--- src/rtl/cpu_trace_pkg.sv ---
// Shared definitions for the golden-trace checker: record layout, mismatch mask bits, FSM states.
package cpu_trace_pkg;

    localparam int unsigned XLEN      = 32;
    localparam int unsigned RADDR_W   = 5;
    localparam int unsigned REC_W     = 102;
    localparam int unsigned MASK_W    = 5;

    localparam int unsigned PC_LSB    = 70;
    localparam int unsigned INST_LSB  = 38;
    localparam int unsigned WE_BIT    = 37;
    localparam int unsigned WADDR_LSB = 32;
    localparam int unsigned WDATA_LSB = 0;

    localparam int unsigned MASK_PC    = 0;
    localparam int unsigned MASK_INST  = 1;
    localparam int unsigned MASK_WE    = 2;
    localparam int unsigned MASK_WADDR = 3;
    localparam int unsigned MASK_WDATA = 4;

    // Field order mirrors the ROM record layout, MSB first.
    typedef struct packed {
        logic [XLEN-1:0]    pc;
        logic [XLEN-1:0]    inst;
        logic               we;
        logic [RADDR_W-1:0] waddr;
        logic [XLEN-1:0]    wdata;
    } trace_rec_t;

    typedef enum logic [1:0] {
        ST_IDLE = 2'd0,
        ST_RUN  = 2'd1,
        ST_DONE = 2'd2
    } state_e;

endpackage

--- src/rtl/trace_record_cmp.sv ---
// Compares one expected trace record against a live commit and reports which fields differ.
module trace_record_cmp
    import cpu_trace_pkg::*;
(
    input  logic [REC_W-1:0]   rec_data,
    input  logic [XLEN-1:0]    commit_pc,
    input  logic [XLEN-1:0]    commit_inst,
    input  logic               commit_rf_we,
    input  logic [RADDR_W-1:0] commit_rf_waddr,
    input  logic [XLEN-1:0]    commit_rf_wdata,
    output logic [MASK_W-1:0]  mask_c
);

    trace_rec_t rec;

    assign rec = trace_rec_t'(rec_data);

    // Destination fields only matter when a write is expected; writes to r0 carry no data.
    always_comb begin
        mask_c             = '0;
        mask_c[MASK_PC]    = (rec.pc   != commit_pc);
        mask_c[MASK_INST]  = (rec.inst != commit_inst);
        mask_c[MASK_WE]    = (rec.we   != commit_rf_we);
        if (rec.we) begin
            mask_c[MASK_WADDR] = (rec.waddr != commit_rf_waddr);
            if (rec.waddr != '0) begin
                mask_c[MASK_WDATA] = (rec.wdata != commit_rf_wdata);
            end
        end
    end

endmodule

--- config.mk ---
export PLATFORM = sky130hd
export DESIGN_NAME = trace_record_cmp
export DESIGN_NICKNAME = d
export VERILOG_FILES = /design/src/rtl/cpu_trace_pkg.sv /design/src/rtl/trace_record_cmp.sv
export SDC_FILE = /design/constraint.sdc
export NUM_CORES = 1
export LEC_CHECK = 0
export ABC_CLOCK_PERIOD_IN_PS = 1700
export CORE_AREA = 2 2 82 84
export DETAILED_ROUTE_END_ITERATION = 8
export DIE_AREA = 0 0 84 86
export PLACE_DENSITY = 0.73
export SLEW_MARGIN = 10
export SYNTH_ARGS = -nofsm -noshare
export SYNTH_HDL_FRONTEND = slang
export SYNTH_SLANG_ARGS = --single-unit
--- constraint.sdc ---
create_clock -name vclk -period 1.7
set_clock_uncertainty 0.2 [all_clocks]
set_input_delay 0.17 -clock vclk [all_inputs]
set_output_delay 0.17 -clock vclk [all_outputs]
set_load 0.03 [all_outputs]
==> reports/metrics.csv, run 1 <==
metric;value;unit
clock buffers;0;
initial DRC count;7;
element type at the critical path start;input port;
critical path arrival;1.28;ns
crit path time final;1.65;ns
RSZ-0062 raised after global routing;true;
Die H;86;µm
Seq/Total Area, Yosys;0;%
Sw Ratio;33.4;%
post-route setup slack;0.0461;ns
Reg area;0;µm²
count of pins over their slew limit;0;
Final GP Congestion;0.757;
switching power;0.225;mW
setup TNS;0;ns
Synth top area share;77.4;%
routed length per instance;13.4;µm
HPWL after detailed placement;5380;µm
MaxCap Viol Count;0;
filler cell count;671;
Yosys cell types;10;
final period utilization;97.3;%
maximum operating frequency;605;MHz
ANT nets after route;0;
first-pass GRT wire length;9010;µm
yosys warns;0;
core area;6280;µm²
P&R area growth vs syn;188;%
Fin. Hold Viols;0;
CP Cell Sequence;clkdlybuf4s15_1, xnor2_1, nand4_1, nor4_4, a21oi_4, buf_6;
Cell Rows;29;
Post-CTS Setup Bufs;0;
HP Class;in2out;
count of final setup violators;0;
number of port buffers;209;
outcome;finished, final reports clean;
worst stage delay on the critical path;0.36;ns
Die Wd;84;µm
DP Worst Slack;-0.766;ns
DP Area;3330;µm²
nets;558;
Total Routing Usage GR;15.2;%
Synth area leader;xnor2_1;
die area;7220;µm²
layout cells sized above 1;16.5;%
synthesized area;1120;µm²
static leakage;1.50;nW
Comb power frac;100.0;%
Clk pwr share;0;%
detailed-route wire length;5760;µm
cell area power density;208;nW/µm²
CP Capture Type;output pin;
data required time of the worst path;1.33;ns
initial antenna violation count;0;
P_int;0.447;mW
top post-synthesis cells by area;xnor2_1, nand4_1, nor4_1, xor2_1, o31a_1;
Initial Util;17.8;%
Reg power frac;0;%
pin count of the biggest net entering global routing;3;
CP delay by family, top;simple AND/OR/NAND/NOR gates;
vias per cell;4.23;
hold_buf cts;0;
crit path max fanout;1;
vias;1814;
Max-Slew Margin vs Limit;81.5;%
Pre-antenna DRT Iters;4;
CP max-delay cell;nor4_4;
num ports;209;
ant diodes;0;
Worst Path Buf+Inv;2;
Seq cells;0;
worst vdd ir;0.000106;V
number of global-route vias before repair;2047;
Final Power;0.672;mW
syn avg cell area;8.06;µm²
Mapped Nets;343;
worst-margin pin slew;0.275;ns
Worst Setup Path Type;in2out;
Post-Synthesis Cells;139;
GRT overflow;0;
Residual DRC;0;
post-layout instance area;3230;µm²
cells by family (layout without fill, tap and decap cells):
logic type	after synthesis	in the layout	share of synthesized area, %
compound gates	3	3	1.68
xor+xnor	102	102	79.8
buf+inv	0	213	0
simple gates	34	34	18.5
path summary, 6_finish.rpt:
| kind | startpoint | endpoint | depth (start not counted) |
|---|---|---|---|
| worst max-delay path | commit_rf_wdata[17] | mask_c[4] | 6 |
| worst min-delay path | commit_inst[9] | mask_c[1] | 6 |
power by group through the flow:
stage / clock [mW] / sequential (mW) / combinational [mW]
floorplan: 0 / 0 / 0.243
global placement: 0 / 0 / 0.786
detailed placement: 0 / 0 / 0.799
CTS: 0 / 0 / 0.674
global route: 0 / 0 / 0.731
finish: 0 / 0 / 0.672
timing repair:
item	CTS	global route
pin swaps	116	75
gates resized for setup	229	114
setup endpoints to repair	4	3
layout make-up:
cell class                 count  area (µm²)  area share, %
tap                           77        96.3           2.98
multi-input combinational    139        1240           38.5
timing repair buffer         213        1890           58.5
cells in the final DEF, fill, tap and decap left out, types with 5 or more instances in the layout:
| cell | n |
|---|---|
| buf_4 | 5 |
| clkbuf_2 | 29 |
| clkdlybuf4s15_1 | 45 |
| clkdlybuf4s50_1 | 7 |
| dlygate4sd2_1 | 100 |
| dlymetal6s2s_1 | 20 |
| nand4_1 | 24 |
| nor4_2 | 5 |
| xnor2_1 | 91 |
| xnor2_2 | 8 |
routing by layer:
metal  vias to the layer above  track usage, %  wire [µm]
li1                        911               -          -
met1                       767            15.8       1920
met2                       124            31.1       3150
met3                        12            2.79        540
met4                         0            3.37        144
met5                         -               0          0
through the flow:
| stage | std cells | hold WS, ns | util, % |
|---|---|---|---|
| floorplan | 139 | 0.312 | - |
| global placement | 429 | 0.829 | 53.1 |
| detailed placement | 429 | 0.831 | 53.1 |
| CTS | 429 | 0.707 | 51.0 |
| global route | 429 | 0.684 | 51.5 |
| finish | 429 | 0.622 | 51.5 |
Yosys cell counts, drive strengths merged:
| cell | instances |
|---|---|
| or4 | 1 |
| nor4 | 6 |
| nand4 | 24 |
| xor2 | 3 |
| o21ai | 1 |
| a21oi | 1 |
| nand3 | 1 |
| xnor2 | 99 |
| o31a | 1 |
| nand2 | 2 |
(Power assumes the default switching activity.)
==> run 2: changes to the inputs <==
Settings changed: CORE_AREA 2 2 82 84 to 3 3 81 83, GPL_TIMING_DRIVEN set to 0, PLACE_DENSITY 0.73 to 0.76.
==> reports/metrics.csv, run 2 (synthesis results as in run 1) <==
metric;value;unit;change
vias;1803;;-0.61%
data required time of the worst path;1.33;ns;about the same
HP Class;in2out;;
non-filler cells, final;423;;-1.4%
routed length per instance;14.2;µm;+5.7%
number of port buffers;209;;unchanged
CP Cell Sequence;dlygate4sd2_1, or4_4, o21ai_2, a21oi_2, buf_6;;
ant diodes;0;;unchanged
Cell Rows;28;;-3.4%
hold depth;4;;-2
layout cells sized above 1;11.5;%;-5.0 points
crit path time final;1.66;ns;+0.00137 ns
commonest non-fill, non-tap cell in the layout;xnor2_1;;
count of pins over their slew limit;0;;unchanged
CP startpoint;rec_data[35];;
element type at the critical path start;input port;;
CP Capture Type;output pin;;
clock buffers;0;;unchanged
Pre-antenna DRT Iters;4;;unchanged
Die H;86;µm;unchanged
first-pass GRT wire length;8770;µm;-2.7%
setup TNS;0;ns;unchanged
Initial Util;18.9;%;+1.1 points
Total Routing Usage GR;14.7;%;-0.43 points
worst vdd ir;0.000114;V;+7.5%
MaxCap Viol Count;0;;unchanged
crit path max fanout;2;;+1
worst hold start;rec_data[32];;
maximum operating frequency;604;MHz;about the same
Post-CTS Setup Bufs;0;;unchanged
P&R area growth vs syn;200;%;
initial DRC count;5;;-2
initial antenna violation count;0;;unchanged
number of global-route vias before repair;1915;;-6.4%
final period utilization;97.4;%;about the same
nets;554;;-0.72%
Die Wd;84;µm;unchanged
CP max-delay cell;or4_4;;
post-route setup slack;0.0447;ns;-0.00137 ns
Reg area;0;µm²;unchanged
count of final setup violators;0;;unchanged
Max-Slew Margin vs Limit;79.4;%;-2.1 points
Fin. Hold Viols;0;;unchanged
ANT nets after route;0;;unchanged
detailed-route wire length;6000;µm;+4.2%
worst-margin pin slew;0.310;ns;+0.0350 ns
hold_buf cts;0;;unchanged
HPWL after detailed placement;5620;µm;+4.5%
most frequent cells in the layout;xnor2_1, dlygate4sd2_1, dlymetal6s2s_1, clkdlybuf4s15_1, nand4_1;;
vias per cell;4.26;;+0.80%
outcome;finished, final reports clean;;
GRT overflow;0;;unchanged
core area;5920;µm²;-5.7%
die area;7220;µm²;unchanged
Seq cells;0;;unchanged
critical path arrival;1.29;ns;about the same
worst stage delay on the critical path;0.51;ns;+0.15 ns
num ports;209;;unchanged
DP Worst Slack;-0.770;ns;-0.00345 ns
Worst Setup Path Type;in2out;;
Residual DRC;0;;unchanged
pin count of the biggest net entering global routing;4;;+1
static leakage;1.83;nW;+22%
Final GP Congestion;0.818;;+8.1%
cell area power density;202;nW/µm²;-2.9%
placed cells;423;;-1.4%
-- run 2: cell types whose count changed in the layout (fill, tap and decap cells not counted), sizes merged --
cell,change
clkbuf,-8
buf,-8
dlygate4sd2,-17
clkdlybuf4s50,-1
clkdlybuf4s15,-13
dlymetal6s2s,+43
-- run 2: per-stage QoR --
step / instance area (µm²) / hold WS [ns] / util (%) / total power, mW
3_5_place_dp: 3310 / 1.26 / 55.8 / 0.793
4_1_cts: 3170 / 0.721 / 53.6 / 0.690
3_3_place_gp: 3310 / 1.25 / 55.8 / 0.782
5_1_grt: 3360 / 0.639 / 56.8 / 0.737
6_report: 3360 / 0.613 / 56.8 / 0.679
2_1_floorplan: 1120 / 0.312 / - / 0.243
-- run 2: final cells by class --
type | instances | area [µm²]
Fill cell | 563 | 2560
Multi-Input combinational cell | 139 | 1220
Tap cell | 75 | 93.8
Timing Repair Buffer | 209 | 2050
-- run 2: critical path: cells and delay by family --
| family | cells | cell delay (ns) |
|---|---|---|
| and+or+nand+nor | 1 | 0.51 |
| AOI/OAI and AO/OA | 2 | 0.19 |
| buffers and inverters | 2 | 0.41 |
-- run 2: layer usage --
layer	GRT usage (%)	wire length, µm
met1	13.4	1900
met2	32.2	3400
met3	4.61	638
met4	1.17	54
met5	0	0
-- run 2: repair_timing --
action | CTS | global route
gates resized for setup | 168 | 149
pin swaps | 85 | 80
endpoints found under the setup margin | 5 | 4
cloned | 0 | 0
-- run 2: final timing paths --
check                        to
worst max-delay path  mask_c[4]
worst min-delay path  mask_c[4]
-- run 2: power by group --
group / switching, mW / internal (mW)
sequential: 0 / 0
clock: 0 / 0
combinational: 0.221 / 0.458
total: 0.221 / 0.458
==> run 3: changes to the inputs <==
Settings changed: ABC_CLOCK_PERIOD_IN_PS 1700 to 1400, CELL_PAD_IN_SITES_DETAIL_PLACEMENT set to 1, CELL_PAD_IN_SITES_GLOBAL_PLACEMENT set to 2, CORE_AREA 3 3 81 83 to not set, CORE_MARGIN set to 3, CORE_UTILIZATION set to 10, DIE_AREA 0 0 84 86 to not set, PLACE_DENSITY 0.76 to not set, PLACE_DENSITY_LB_ADDON set to 0.1.
Clock period 1.7 ns to 1.4 ns, I/O delays scaled along.
==> reports/metrics.csv, run 3 (synthesis results as in run 1) <==
metric;value;unit;change
initial DRC count;22;;+17
P&R area growth vs syn;152;%;
hold depth;4;;unchanged
most frequent cells in the layout;buf_2, xnor2_1, clkbuf_2, nand4_1, xnor2_2;;
count of final setup violators;2;;+2
ANT nets after route;0;;unchanged
Reg power frac;0;%;unchanged
Reg area;0;µm²;unchanged
number of port buffers;209;;unchanged
Fin. Hold Viols;0;;unchanged
Hold EP;mask_c[4];;
Final GP Congestion;0.772;;-5.7%
MaxCap Viol Count;0;;unchanged
DP Area;3390;µm²;+2.5%
M1 wire length;2380;µm;+25%
detailed-route wire length;6880;µm;+15%
Sw Ratio;35.5;%;+3.0 points
HPWL after detailed placement;6450;µm;+15%
CP Capture Type;output pin;;
nets;554;;unchanged
Residual DRC;0;;unchanged
number of global-route vias before repair;2080;;+8.6%
die area;12500;µm²;+73%
worst vdd ir;0.0000971;V;-15%
commonest non-fill, non-tap cell in the layout;buf_2;;
core area;10900;µm²;+84%
switching power;0.282;mW;+27%
metal2 WL;3730;µm;+9.9%
GRT overflow;0;;unchanged
crit path max fanout;1;;-1
crit path time final;1.48;ns;
Max-Slew Margin vs Limit;84.2;%;+4.8 points
vias per cell;3.73;;-13%
setup TNS;-0.0917;ns;-0.0917 ns
worst hold start;rec_data[32];;
Die Wd;112;µm;+33%
Worst Setup Path Type;in2out;;
DP Worst Slack;-0.960;ns;-0.190 ns
post-layout instance area;2820;µm²;-16%
layout cells sized above 1;60.9;%;+49 points
Die H;112;µm;+30%
Seq cells;0;;unchanged
first-pass GRT wire length;10300;µm;+17%
clock buffers;0;;unchanged
ant diodes;0;;unchanged
Final Util;25.9;%;-31 points
HP Class;in2out;;
cell area power density;281;nW/µm²;+39%
element type at the critical path start;input port;;
wire length on met3;770;µm;+21%
vias;1819;;+0.89%
Cell Rows;38;;+36%
final period utilization;106;%;
P_int;0.511;mW;+11%
Pre-antenna DRT Iters;2;;-2
filler cell count;1387;;+150%
outcome;finished with violations;;
maximum operating frequency;675;MHz;
num ports;209;;unchanged
worst-margin pin slew;0.235;ns;-0.0745 ns
initial antenna violation count;0;;unchanged
RSZ-0062 raised after global routing;true;;
count of pins over their slew limit;0;;unchanged
routed length per instance;14.1;µm;-0.48%
uppermost layer routed;met3;;
pin count of the biggest net entering global routing;4;;unchanged
data required time of the worst path;1.06;ns;-0.27 ns
Comb power frac;100.0;%;about the same
Final Power;0.792;mW;+17%
failing checks;negative setup slack;;
static leakage;1.26;nW;-31%
Initial Util;10.3;%;-8.6 points
critical path arrival;1.14;ns;-0.15 ns
post-route setup slack;-0.0813;ns;-0.126 ns
area of the multi-input gates;1340;µm²;+9.2%
Total Routing Usage GR;10.1;%;-4.6 points
Clk pwr share;0;%;unchanged
## run 3: changes by cell type in the layout (fill, tap and decap cells not counted), moves of 4 or more
cell and delta:
clkdlybuf4s50_1 -4, buf_2 +132, xnor2_1 -17, clkdlybuf4s15_1 -13, dlygate4sd2_1 -79, buf_6 +16
clkbuf_2 +8, xnor2_2 +16, dlymetal6s2s_1 -63
## run 3: worst max path at each step
stage / slack, ns / start / end
6_report: -0.08 / commit_rf_wdata[15] / mask_c[4]
5_1_grt: -0.20 / commit_rf_wdata[30] / mask_c[4]
4_1_cts: -0.11 / rec_data[31] / mask_c[4]
3_5_place_dp: -0.96 / rec_data[0] / mask_c[4]
3_3_place_gp: -0.95 / commit_rf_wdata[2] / mask_c[4]
2_1_floorplan: 0.16 / rec_data[34] / mask_c[4]
## run 3: repair_timing
item                                    CTS  global route
resized for setup                       687            62
hold buffers                              0             0
setup buffers                             0             0
pin swaps                               136            39
endpoints found under the setup margin    5             5
## run 3: layout make-up
type,instances,share of cell area (%)
Multi-Input combinational cell,139,47.4
Tap cell,140,6.22
Timing Repair Buffer,209,46.4
## run 3: worst max-delay path, stage by stage
cell and delay, ns:
buf_6 0.09, xnor2_2 0.15, nand4_1 0.14, nor4_2 0.32
a21oi_1 0.11, buf_4 0.18
## run 3: power by group through the flow
stage / Combinational [mW] / Sequential [mW] / Clock (mW)
2_1_floorplan: 0.295 / 0 / 0
3_3_place_gp: 0.962 / 0 / 0
3_5_place_dp: 0.970 / 0 / 0
4_1_cts: 0.796 / 0 / 0
5_1_grt: 0.868 / 0 / 0
6_report: 0.792 / 0 / 0
## run 3: per-layer routing
metal  track usage, %  vias to the layer above
met2             20.3                      120
met1             10.7                      797
li1                 -                      902
met4                0                        0
met5                0                        -
met3             3.32                        0
## run 3: per-stage QoR
| stage | hold WS, ns | cells |
|---|---|---|
| 2_1_floorplan | 0.252 | 139 |
| 3_3_place_gp | 1.24 | 488 |
| 3_5_place_dp | 1.24 | 488 |
| 4_1_cts | 0.534 | 488 |
| 5_1_grt | 0.583 | 488 |
| 6_report | 0.527 | 488 |
